### config.mk
export PLATFORM = sky130hd
export DESIGN_NAME = mem_cmd_sequencer_flat
export DESIGN_NICKNAME = d
export VERILOG_FILES = /design/src/rtl/mem_cmd_sequencer_if.sv /design/src/rtl/mem_cmd_sequencer.sv /design/src/flat_wrapper.sv
export SDC_FILE = /design/constraint.sdc
export NUM_CORES = 1
export LEC_CHECK = 0
export CAP_MARGIN = 10
export CORE_MARGIN = 2
export CORE_UTILIZATION = 39
export CTS_CLUSTER_DIAMETER = 40
export DETAILED_ROUTE_END_ITERATION = 16
export PLACE_DENSITY = 0.58
export SLEW_MARGIN = 40
export SYNTH_ARGS = -nofsm -noshare
export SYNTH_HDL_FRONTEND = slang
export SYNTH_SLANG_ARGS = --single-unit
### constraint.sdc
create_clock -name i_clk -period 5.2 [get_ports i_clk]
set_input_delay 1.04 -clock i_clk [delete_from_list [all_inputs] [get_ports i_clk]]
set_output_delay 1.04 -clock i_clk [all_outputs]
set_load 0.01 [all_outputs]
### src/rtl/mem_cmd_sequencer_if.sv
// Command, memory-pin and response signals of mem_cmd_sequencer bundled as one interface.
// The sequencer uses the master modport; the memory/command environment uses slave.
interface mem_cmd_sequencer_if #(
  parameter int ADDR_WIDTH = 8,
  parameter int DATA_WIDTH = 32
);

  logic                  i_cmd_valid;
  logic                  o_cmd_ready;
  logic                  i_cmd_wr;
  logic [ADDR_WIDTH-1:0] i_cmd_addr;
  logic [DATA_WIDTH-1:0] i_cmd_data;

  logic                  o_EN;
  logic [ADDR_WIDTH-1:0] o_address;
  logic [DATA_WIDTH-1:0] o_data_in;
  logic [DATA_WIDTH-1:0] i_data_out;

  logic                  o_rsp_valid;
  logic                  i_rsp_ready;
  logic [DATA_WIDTH-1:0] o_rsp_data;

  logic                  o_busy;

  modport master (
    input  i_cmd_valid, i_cmd_wr, i_cmd_addr, i_cmd_data, i_data_out, i_rsp_ready,
    output o_cmd_ready, o_EN, o_address, o_data_in, o_rsp_valid, o_rsp_data, o_busy
  );

  modport slave (
    output i_cmd_valid, i_cmd_wr, i_cmd_addr, i_cmd_data, i_data_out, i_rsp_ready,
    input  o_cmd_ready, o_EN, o_address, o_data_in, o_rsp_valid, o_rsp_data, o_busy
  );

endinterface

### src/rtl/mem_cmd_sequencer.sv
// Buffers write/read commands in a FIFO and issues them in order to a single-port memory.
// Define MEM_SEQ_CNT_EN to add saturating write/read-response counters (o_wr_count/o_rd_count).
module mem_cmd_sequencer #(
  parameter int ADDR_WIDTH = 8,
  parameter int DATA_WIDTH = 32,
  parameter int FIFO_DEPTH = 4,
  parameter int RD_LATENCY = 1
) (
  input  logic                 i_clk,
  input  logic                 i_rst,
  mem_cmd_sequencer_if.master  bus
`ifdef MEM_SEQ_CNT_EN
  ,
  output logic [15:0]          o_wr_count,
  output logic [15:0]          o_rd_count
`endif
);

  localparam int PTR_W = (FIFO_DEPTH < 2) ? 1 : $clog2(FIFO_DEPTH);
  localparam int CNT_W = PTR_W + 1;
  localparam int LAT_W = (RD_LATENCY < 1) ? 1 : $clog2(RD_LATENCY + 1);

  typedef enum logic [1:0] {
    IDLE,
    WR,
    RD_WAIT,
    RSP
  } state_e;

  state_e                state_q, state_d;

  logic                  fifoWr_q   [FIFO_DEPTH];
  logic [ADDR_WIDTH-1:0] fifoAddr_q [FIFO_DEPTH];
  logic [DATA_WIDTH-1:0] fifoData_q [FIFO_DEPTH];

  logic [PTR_W-1:0]      wrPtr_q, wrPtr_d;
  logic [PTR_W-1:0]      rdPtr_q, rdPtr_d;
  logic [CNT_W-1:0]      count_q, count_d;

  logic                  push;
  logic                  pop;
  logic                  fifoEmpty;
  logic                  fifoFull;
  logic                  headWr;
  logic [ADDR_WIDTH-1:0] headAddr;
  logic [DATA_WIDTH-1:0] headData;

  logic                  en_q, en_d;
  logic [ADDR_WIDTH-1:0] address_q, address_d;
  logic [DATA_WIDTH-1:0] dataIn_q, dataIn_d;
  logic                  rspValid_q, rspValid_d;
  logic [DATA_WIDTH-1:0] rspData_q, rspData_d;
  logic [LAT_W-1:0]      latCnt_q, latCnt_d;

  assign fifoEmpty = (count_q == '0);
  assign fifoFull  = (count_q == CNT_W'(FIFO_DEPTH));
  assign push      = bus.i_cmd_valid && !fifoFull;

  assign headWr    = fifoWr_q[rdPtr_q];
  assign headAddr  = fifoAddr_q[rdPtr_q];
  assign headData  = fifoData_q[rdPtr_q];

  // Entry storage needs no reset: the pointers and count define what is valid.
  always_ff @(posedge i_clk) begin
    if (push) begin
      fifoWr_q[wrPtr_q]   <= bus.i_cmd_wr;
      fifoAddr_q[wrPtr_q] <= bus.i_cmd_addr;
      fifoData_q[wrPtr_q] <= bus.i_cmd_data;
    end
  end

  always_comb begin
    wrPtr_d = wrPtr_q;
    rdPtr_d = rdPtr_q;
    count_d = count_q;
    if (push) begin
      wrPtr_d = wrPtr_q + PTR_W'(1);
    end
    if (pop) begin
      rdPtr_d = rdPtr_q + PTR_W'(1);
    end
    case ({push, pop})
      2'b10:   count_d = count_q + CNT_W'(1);
      2'b01:   count_d = count_q - CNT_W'(1);
      default: count_d = count_q;
    endcase
  end

  always_comb begin
    state_d    = state_q;
    pop        = 1'b0;
    en_d       = 1'b0;
    address_d  = address_q;
    dataIn_d   = dataIn_q;
    rspValid_d = rspValid_q;
    rspData_d  = rspData_q;
    latCnt_d   = latCnt_q;

    case (state_q)
      // IDLE and WR share the dispatch path so back-to-back writes issue every cycle.
      IDLE, WR: begin
        state_d = IDLE;
        if (!fifoEmpty) begin
          pop       = 1'b1;
          address_d = headAddr;
          latCnt_d  = '0;
          if (headWr) begin
            state_d  = WR;
            en_d     = 1'b1;
            dataIn_d = headData;
          end else begin
            state_d = RD_WAIT;
          end
        end
      end

      RD_WAIT: begin
        if (latCnt_q == LAT_W'(RD_LATENCY)) begin
          rspData_d  = bus.i_data_out;
          rspValid_d = 1'b1;
          state_d    = RSP;
        end else begin
          latCnt_d = latCnt_q + LAT_W'(1);
        end
      end

      RSP: begin
        if (bus.i_rsp_ready) begin
          rspValid_d = 1'b0;
          state_d    = IDLE;
        end
      end

      default: begin
        state_d = IDLE;
      end
    endcase
  end

  always_ff @(posedge i_clk or posedge i_rst) begin
    if (i_rst) begin
      state_q    <= IDLE;
      wrPtr_q    <= '0;
      rdPtr_q    <= '0;
      count_q    <= '0;
      en_q       <= 1'b0;
      address_q  <= '0;
      dataIn_q   <= '0;
      rspValid_q <= 1'b0;
      rspData_q  <= '0;
      latCnt_q   <= '0;
    end else begin
      state_q    <= state_d;
      wrPtr_q    <= wrPtr_d;
      rdPtr_q    <= rdPtr_d;
      count_q    <= count_d;
      en_q       <= en_d;
      address_q  <= address_d;
      dataIn_q   <= dataIn_d;
      rspValid_q <= rspValid_d;
      rspData_q  <= rspData_d;
      latCnt_q   <= latCnt_d;
    end
  end

  assign bus.o_cmd_ready = !fifoFull;
  assign bus.o_EN        = en_q;
  assign bus.o_address   = address_q;
  assign bus.o_data_in   = dataIn_q;
  assign bus.o_rsp_valid = rspValid_q;
  assign bus.o_rsp_data  = rspData_q;
  assign bus.o_busy      = !fifoEmpty || (state_q != IDLE);

`ifdef MEM_SEQ_CNT_EN
  logic [15:0] wrCount_q;
  logic [15:0] rdCount_q;

  always_ff @(posedge i_clk or posedge i_rst) begin
    if (i_rst) begin
      wrCount_q <= '0;
      rdCount_q <= '0;
    end else begin
      if ((state_q == WR) && (wrCount_q != 16'hFFFF)) begin
        wrCount_q <= wrCount_q + 16'd1;
      end
      if ((state_q == RSP) && bus.i_rsp_ready && (rdCount_q != 16'hFFFF)) begin
        rdCount_q <= rdCount_q + 16'd1;
      end
    end
  end

  assign o_wr_count = wrCount_q;
  assign o_rd_count = rdCount_q;
`endif

endmodule

### src/flat_wrapper.sv
// flat-port wrapper written by rule: the top's interface ports become plain ports
module mem_cmd_sequencer_flat 
#(
  parameter int ADDR_WIDTH = 8,
  parameter int DATA_WIDTH = 32,
  parameter int FIFO_DEPTH = 4,
  parameter int RD_LATENCY = 1
)
  (i_clk, i_rst, bus_i_cmd_valid, bus_i_cmd_wr, bus_i_cmd_addr, bus_i_cmd_data, bus_i_data_out, bus_i_rsp_ready, bus_o_cmd_ready, bus_o_EN, bus_o_address, bus_o_data_in, bus_o_rsp_valid, bus_o_rsp_data, bus_o_busy);
  mem_cmd_sequencer_if #(.ADDR_WIDTH(ADDR_WIDTH), .DATA_WIDTH(DATA_WIDTH)) bus_i ();
  input  logic i_clk;
  input  logic i_rst;
  input wire logic [$bits(bus_i.i_cmd_valid)-1:0] bus_i_cmd_valid;
  input wire logic [$bits(bus_i.i_cmd_wr)-1:0] bus_i_cmd_wr;
  input wire logic [$bits(bus_i.i_cmd_addr)-1:0] bus_i_cmd_addr;
  input wire logic [$bits(bus_i.i_cmd_data)-1:0] bus_i_cmd_data;
  input wire logic [$bits(bus_i.i_data_out)-1:0] bus_i_data_out;
  input wire logic [$bits(bus_i.i_rsp_ready)-1:0] bus_i_rsp_ready;
  output wire logic [$bits(bus_i.o_cmd_ready)-1:0] bus_o_cmd_ready;
  output wire logic [$bits(bus_i.o_EN)-1:0] bus_o_EN;
  output wire logic [$bits(bus_i.o_address)-1:0] bus_o_address;
  output wire logic [$bits(bus_i.o_data_in)-1:0] bus_o_data_in;
  output wire logic [$bits(bus_i.o_rsp_valid)-1:0] bus_o_rsp_valid;
  output wire logic [$bits(bus_i.o_rsp_data)-1:0] bus_o_rsp_data;
  output wire logic [$bits(bus_i.o_busy)-1:0] bus_o_busy;
  assign bus_i.i_cmd_valid = bus_i_cmd_valid;
  assign bus_i.i_cmd_wr = bus_i_cmd_wr;
  assign bus_i.i_cmd_addr = bus_i_cmd_addr;
  assign bus_i.i_cmd_data = bus_i_cmd_data;
  assign bus_i.i_data_out = bus_i_data_out;
  assign bus_i.i_rsp_ready = bus_i_rsp_ready;
  assign bus_o_cmd_ready = bus_i.o_cmd_ready;
  assign bus_o_EN = bus_i.o_EN;
  assign bus_o_address = bus_i.o_address;
  assign bus_o_data_in = bus_i.o_data_in;
  assign bus_o_rsp_valid = bus_i.o_rsp_valid;
  assign bus_o_rsp_data = bus_i.o_rsp_data;
  assign bus_o_busy = bus_i.o_busy;
  mem_cmd_sequencer #(.ADDR_WIDTH(ADDR_WIDTH), .DATA_WIDTH(DATA_WIDTH), .FIFO_DEPTH(FIFO_DEPTH), .RD_LATENCY(RD_LATENCY)) u_core (.i_clk(i_clk), .i_rst(i_rst), .bus(bus_i));
endmodule
==> results.md, run 1 <==
* Slew @ Worst Pin at 0.675 ns
* Sequential cell area at between 7000 and 8000 um^2
* FF-to-FF path depth at 5
* Routed via count at about 4500
* Final core occ at 52.4%
* Largest net degree at the start of global routing at 47
* CTS tree: yes
* Crit path depth at 3
* Leading area contributor after synthesis: edfxtp_1
* Clock buffer depth at 3
* Seq/Total Area, Yosys at about three quarters
* Slowest cell on crit path: clkdlybuf4s50_1
* Die Height at ~160 um
* CP most frequent cell: or3_1
* CP required at around 4.2 ns
* Final #Nets at 680
* Fmax at 307 MHz
* Setup bufs post-CTS at 0
* I/O pin cnt at roughly 150
* Core footprint at 23400 um^2
* CP Launch Type: flop
* Reported max-cap violation count at 0
* Synthesis-to-finish area growth at 31.8%
* CP cell instances: or3_1 -> or3_1 -> clkdlybuf4s50_1
* Critical setup path kind: flop to output pin
* Syn Std Cell Area at approximately 9300 um^2
* Cts hold-fix bufs at 0
* Final Hold Viols at 0
* Slew margin rel. at between 50% and 60%
* First-pass GRT wire length at about 28 mm
* DRC at 0
* Via-per-instance ratio at 4.76
* Non-Filler Instances at around 940
* PwrDens at between 600 and 700 nW/um^2
* Pleak at ~4.4 nW
* Synth area leaders: edfxtp_1 (53%), dfrtp_1 (23%), mux4_2 (9.9%)
* Critical path capture point type: output pin
* Clock transition at path regs at around 0.06 ns
* All-layer global routing usage at approximately 15%
* Worst Path Arrival at about 2.2 ns
* RSZ-0062 raised after global routing: false
* Detailed Place HPWL at between 10 and 15 mm
* Drt total wl at around 18 mm
* First-pass DRT Iterations at 4
* Top delay family on crit path: simple AND/OR/NAND/NOR gates
* # fillers at just under 2000
* Drt first-iter violations at 243
* Syn. warnings at 0
* CP max FO at 4
* Worst path bufs/invs at 1
* Placer congestion estimate at 0.670
* Dpl cells at 883
* Hold path cells at 1
* Net Count, Synth at about 500
* Final clock skew at approximately 0.018 ns
* Chip width at 158 um
* Final Power at 7.67 mW
* Worst-skew pair later-pin latency at between 0.5 and 0.6 ns
* Crit share post-route at a little over three fifths
* Synth cell types at 31
* Initial Util at roughly two fifths
* Clock period minus worst slack at 3.26 ns
* Initial antenna violation count at 1
* Row cnt at between 50 and 60
* Setup Viol. Count Final at 0
* Worst Hold Class: flop to flop
* PostCTS Resize Cnt at 0
* CTS buffer count at 31
* Multi-input combinational cell area at around 2200 um^2
* Share of layout cells above drive strength 1 at 23.5%
* IO Port Bufs at roughly 150
* Synth top area share at about 53%
* Setup tns final at 0 ns
* Mapped Cells at between 400 and 500
* Total Die Area at 25100 um^2
* Post-DR wirelength/cell at between 15 and 20 um
* Htree depth at 1
* Root Buffer: clkbuf_16
* VDD IR max at approximately 0.28 mV
* CP peak stage delay at about 0.50 ns
* Slew Viols, Final at 0
* Final ANT Viol Nets at 0
* Syn_area_per_cell at 21.9 um^2
* Vias in the first global route at slightly below 5000
* Clock sinks at around 250
* Synthesis-stage register bit count at between 200 and 250
* Status: complete, no violations
* GRT overflow at 0
area by class of cell:
type / count / area share [%]
sequential: 248 / 57.4
multi-input combinational: 151 / 17.6
timing repair buffer: 155 / 12.7
clock buffer: 36 / 6.65
tap: 319 / 3.26
clock inverter: 22 / 2.05
inverter: 10 / 0.347
antenna: 1 / 0.0204
Yosys cell counts:
| library cell | n |
|---|---|
| fa_1 | 1 |
| dfrtp_1 | 84 |
| buf_2 | 7 |
| mux2_4 | 29 |
| clkinv_1 | 1 |
| ha_1 | 5 |
| nor2_1 | 1 |
| o21ai_0 | 1 |
| xnor2_1 | 4 |
| o2bb2ai_1 | 1 |
| or3b_1 | 1 |
| nand3_1 | 1 |
| buf_6 | 4 |
| and2_1 | 1 |
| and3_1 | 4 |
| clkbuf_1 | 5 |
| nor2b_1 | 1 |
| o211ai_1 | 1 |
| inv_1 | 6 |
| mux2_1 | 37 |
| inv_2 | 3 |
| mux2_2 | 7 |
| xor2_1 | 2 |
| mux4_2 | 41 |
| a21oi_1 | 1 |
| nand2_1 | 7 |
| or3_1 | 2 |
| a21o_1 | 1 |
| o21ai_1 | 1 |
| nand3_2 | 1 |
| edfxtp_1 | 164 |
kinds of logic (layout without fill, tap and decap cells):
logic type,Yosys count,count (layout),share of synthesized area (%)
DFF,248,248,75.6
muxes,114,114,19.9
buffers and inverters,26,223,1.47
and+or+nand+nor,19,19,1.12
adders and majority gates,6,6,0.888
AOI/OAI and AO/OA,6,6,0.417
xor gates and xnor gates,6,6,0.565
other,0,1,0
layout by cell type, fill, tap and decap left out, types with 5 or more instances in the layout:
master	instances
clkbuf_16	31
clkdlybuf4s50_1	152
dfrtp_1	82
edfxtp_1	164
ha_1	5
inv_1	5
inv_6	6
mux2_1	37
mux2_2	7
mux2_4	29
mux4_2	41
nand2_1	7
routing by layer:
metal / global-route usage [%] / vias up / part of all wire (%)
met2: 24.1 / 170 / 48
met3: 3.62 / 21 / 7.9
met4: 3.69 / 0 / 1.4
li1: - / 2029 / -
met5: 0 / - / 0
met1: 19.4 / 2266 / 43
worst paths after layout:
check	slack [ns]	startpoint	endpoint
setup / recovery	1.94	u_core.count_q[1]$_DFFE_PP0P_	bus_o_busy
hold / removal	0.49	u_core.bus.o_rsp_data[14]$_DFFE_PP0P_	u_core.bus.o_rsp_data[14]$_DFFE_PP0P_
setup reg to reg	2.73	u_core.rdPtr_q[0]$_DFFE_PP0P_	u_core.bus.o_data_in[20]$_DFFE_PP0P_
hold reg to reg	0.49	u_core.bus.o_rsp_data[14]$_DFFE_PP0P_	u_core.bus.o_rsp_data[14]$_DFFE_PP0P_
max in group asynchronous	3.34	i_rst	u_core.bus.o_data_in[3]$_DFFE_PP0P_
min in group asynchronous	0.94	i_rst	u_core.rdPtr_q[1]$_DFFE_PP0P_
through the flow:
step           area (um^2)  worst slack, ns  hold slack [ns]
2_1_floorplan         9300             1.99            0.448
3_3_place_gp         11100             2.23            0.466
3_5_place_dp         11200             2.27            0.474
4_1_cts              12300             1.90            0.484
5_1_grt              12300             1.86            0.509
6_report             12300             1.94            0.489
flip-flops by register name (all words and copies together), names as in the netlist:
name	flops
u_core.bus.o_rsp_valid	1
u_core.fifoWr_q	4
u_core.bus.o_data_in	32
u_core.wrPtr_q	2
u_core.bus.o_rsp_data	32
u_core.fifoAddr_q	32
u_core.latCnt_q	1
u_core.bus.o_address	8
u_core.rdPtr_q	2
u_core.count_q	3
u_core.bus.o_EN	1
u_core.fifoData_q	128
u_core.state_q	2
report_power, final:
part,internal [mW],switching [mW],total (mW)
registers,2.75,0.358,3.11
logic,1.44,0.970,2.41
clock network,1.30,0.843,2.14
Note: power is estimated with default switching activity, not from simulation.
==> run 2: changes to the inputs <==
--- a/config.mk
+++ b/config.mk
@@ -10,7 +10,7 @@
 export CORE_UTILIZATION = 39
 export CTS_CLUSTER_DIAMETER = 40
 export DETAILED_ROUTE_END_ITERATION = 16
-export PLACE_DENSITY = 0.58
+export PLACE_DENSITY = 0.61
 export SLEW_MARGIN = 40
 export SYNTH_ARGS = -nofsm -noshare
 export SYNTH_HDL_FRONTEND = slang
==> constraint.sdc (replaced) <==
create_clock -name i_clk -period 2.86 [get_ports i_clk]
set_input_delay 0.572 -clock i_clk [delete_from_list [all_inputs] [get_ports i_clk]]
set_output_delay 0.572 -clock i_clk [all_outputs]
set_load 0.01 [all_outputs]
==> results.md, run 2 (same netlist as run 1, synthesis figures left out) <==
* Vias in the first global route at 4896 (-1.5%)
* GRT overflow at 0 (unchanged)
* VDD IR max at 0.643 mV (+130%)
* Placer congestion estimate at 0.707 (+5.5%)
* Drt total wl at 18.1 mm (+2.8%)
* DRC at 0 (unchanged)
* Share of layout cells above drive strength 1 at 25.1% (+1.6 points)
* Final #Nets at 695 (+2.2%)
* Clock buffer depth at 3 (unchanged)
* CP max FO at 4 (unchanged)
* FF-to-FF Start: u_core.count_q[1]$_DFFE_PP0P_
* CP required at 2.29 ns (-1.87 ns)
* Die Height at 158 um (unchanged)
* Pleak at 4.58 nW (+3.2%)
* Worst Hold Class: input port to asynchronous set/reset pin
* Post-DR wirelength/cell at 18.9 um (+1.2%)
* # diodes at 0 (-1)
* Root Buffer: clkbuf_16
* First-pass GRT wire length at 27.7 mm (-0.13%)
* PostCTS Resize Cnt at 0 (unchanged)
* R2r endpoint: u_core.count_q[2]$_DFFE_PP0P_
* IO Port Bufs at 152 (unchanged)
* Final clock skew at 0.0139 ns (-0.00385 ns)
* Htree depth at 2 (+1)
* Routed via count at 4597 (+2.5%)
* First-pass DRT Iterations at 4 (unchanged)
* Total Die Area at 25100 um^2 (unchanged)
* Crit share post-route at between 90% and 100%
* Via-per-instance ratio at 4.80 (+0.87%)
* Final Hold Viols at 0 (unchanged)
* Worst-skew pair later-pin latency at 0.50 ns (-0.04 ns)
* FF-to-FF path depth at 9 (+4)
* CTS tree: yes
* Critical setup path kind: flop to output pin
* I/O pin cnt at 153 (unchanged)
* Commonest non-fill, non-tap cell in the layout: edfxtp_1
* Top delay family on crit path: simple AND/OR/NAND/NOR gates
* Slowest cell on crit path: clkdlybuf4s50_1
* CP peak stage delay at 0.50 ns (about the same)
* Initial antenna violation count at 0 (-1)
* Max reg flops at 128 (unchanged)
* Slew margin rel. at 57.0% (+2.0 points)
* Slew Viols, Final at 0 (unchanged)
* R2r setup slk at 0.61 ns (-2.12 ns)
* Final Power at 14.4 mW (+88%)
* Area post-placement at 11300 um^2 (+0.70%)
* CP cell instances: or3_1 -> or3_1 -> clkdlybuf4s50_1
* Setup Viol. Count Final at 0 (unchanged)
* CTS buffer count at 35 (+13%)
* Worst path bufs/invs at 1 (unchanged)
* Detailed Place HPWL at 11.2 mm (+3.0%)
* RSZ-0062 raised after global routing: false
* Cts hold-fix bufs at 0 (unchanged)
* Reported max-cap violation count at 0 (unchanged)
* Largest net degree at the start of global routing at 43 (-8.5%)
* Status: complete, no violations
* Drt first-iter violations at 226 (-7.0%)
* Chip width at 158 um (unchanged)
* Final std cell area, no fill at 12500 um^2 (+1.7%)
* Clock period minus worst slack at between 2 and 3 ns
* Clock transition at path regs at 0.06 ns (about the same)
* Dpl cells at 894 (+1.2%)
* Final ANT Viol Nets at 0 (unchanged)
* Row cnt at 56 (unchanged)
* PwrDens at 1150 nW/um^2 (+84%)
* Initial Util at 39.7% (unchanged)
* CP Launch Type: flop
* All-layer global routing usage at 14.8% (+0.29 points)
* Top register by number of flip-flops: u_core.fifoData_q
* Clock sinks at 248 (unchanged)
* Critical path capture point type: output pin
* Synthesis-to-finish area growth at 34.1%
* Non-Filler Instances at 957 (+1.6%)
* Most frequent cells in the layout: edfxtp_1 (164), clkdlybuf4s50_1 (152), dfrtp_1 (82)
* Slew @ Worst Pin at 0.644 ns (-0.0305 ns)
* Setup tns final at 0 ns (unchanged)
* CP most frequent cell: or3_1
* Setup bufs post-CTS at 0 (unchanged)
* Core footprint at 23400 um^2 (unchanged)
* Fmax at 364 MHz
* Worst Path Arrival at 2.17 ns (-0.05 ns)
==> run 2: changes by cell type in the layout (fill, tap and decap cells not counted), moves of 3 or more <==
cell        before  now
and3_4           4    0
inv_8            3    0
buf_4            2   11
clkbuf_16       31   38
clkinv_4         1    4
clkbuf_8         2    5
and3_2           0    4
clkinvlp_4       4    1
inv_6            6    2
==> run 2: per-layer routing <==
metal	up-vias	wire (um)	GRT usage, %
met5	-	0	0
met4	0	410	4.80
met3	36	1330	4.27
met2	163	8530	24.2
met1	2340	7840	19.3
li1	2058	-	-
==> run 2: per-stage QoR <==
stage	hold WS, ns	setup WS [ns]	utilization (%)
3_5_place_dp	0.476	0.467	48.1
6_report	0.451	0.113	53.3
5_1_grt	0.500	0.0161	53.3
2_1_floorplan	0.448	0.123	-
3_3_place_gp	0.465	0.482	48.1
4_1_cts	0.450	0.0895	53.3
==> run 2: layout make-up <==
class | count | area, um^2
fillers | 1877 | 10900
clock buffers | 47 | 1030
flip-flops and latches | 248 | 7030
well taps | 319 | 399
repair buffers | 166 | 1660
clock inverters | 16 | 168
inverters | 10 | 40.0
multi-input cells | 151 | 2140
==> run 2: how the worst max path moves through the flow <==
stage | from | to | depth (start not counted)
finish | u_core.count_q[1]$_DFFE_PP0P_ | bus_o_busy | 3
detailed placement | bus_i_cmd_valid | u_core.count_q[2]$_DFFE_PP0P_ | 9
global placement | bus_i_cmd_valid | u_core.count_q[2]$_DFFE_PP0P_ | 9
floorplan | i_rst | u_core.bus.o_EN$_DFF_PP0_ | 1
global route | u_core.count_q[1]$_DFFE_PP0P_ | bus_o_busy | 3
CTS | u_core.count_q[1]$_DFFE_PP0P_ | bus_o_busy | 3
==> run 2: report_power, final <==
group          internal, mW  switching [mW]
clock network          2.75            1.53
registers              5.00           0.438
logic                  2.67            2.00
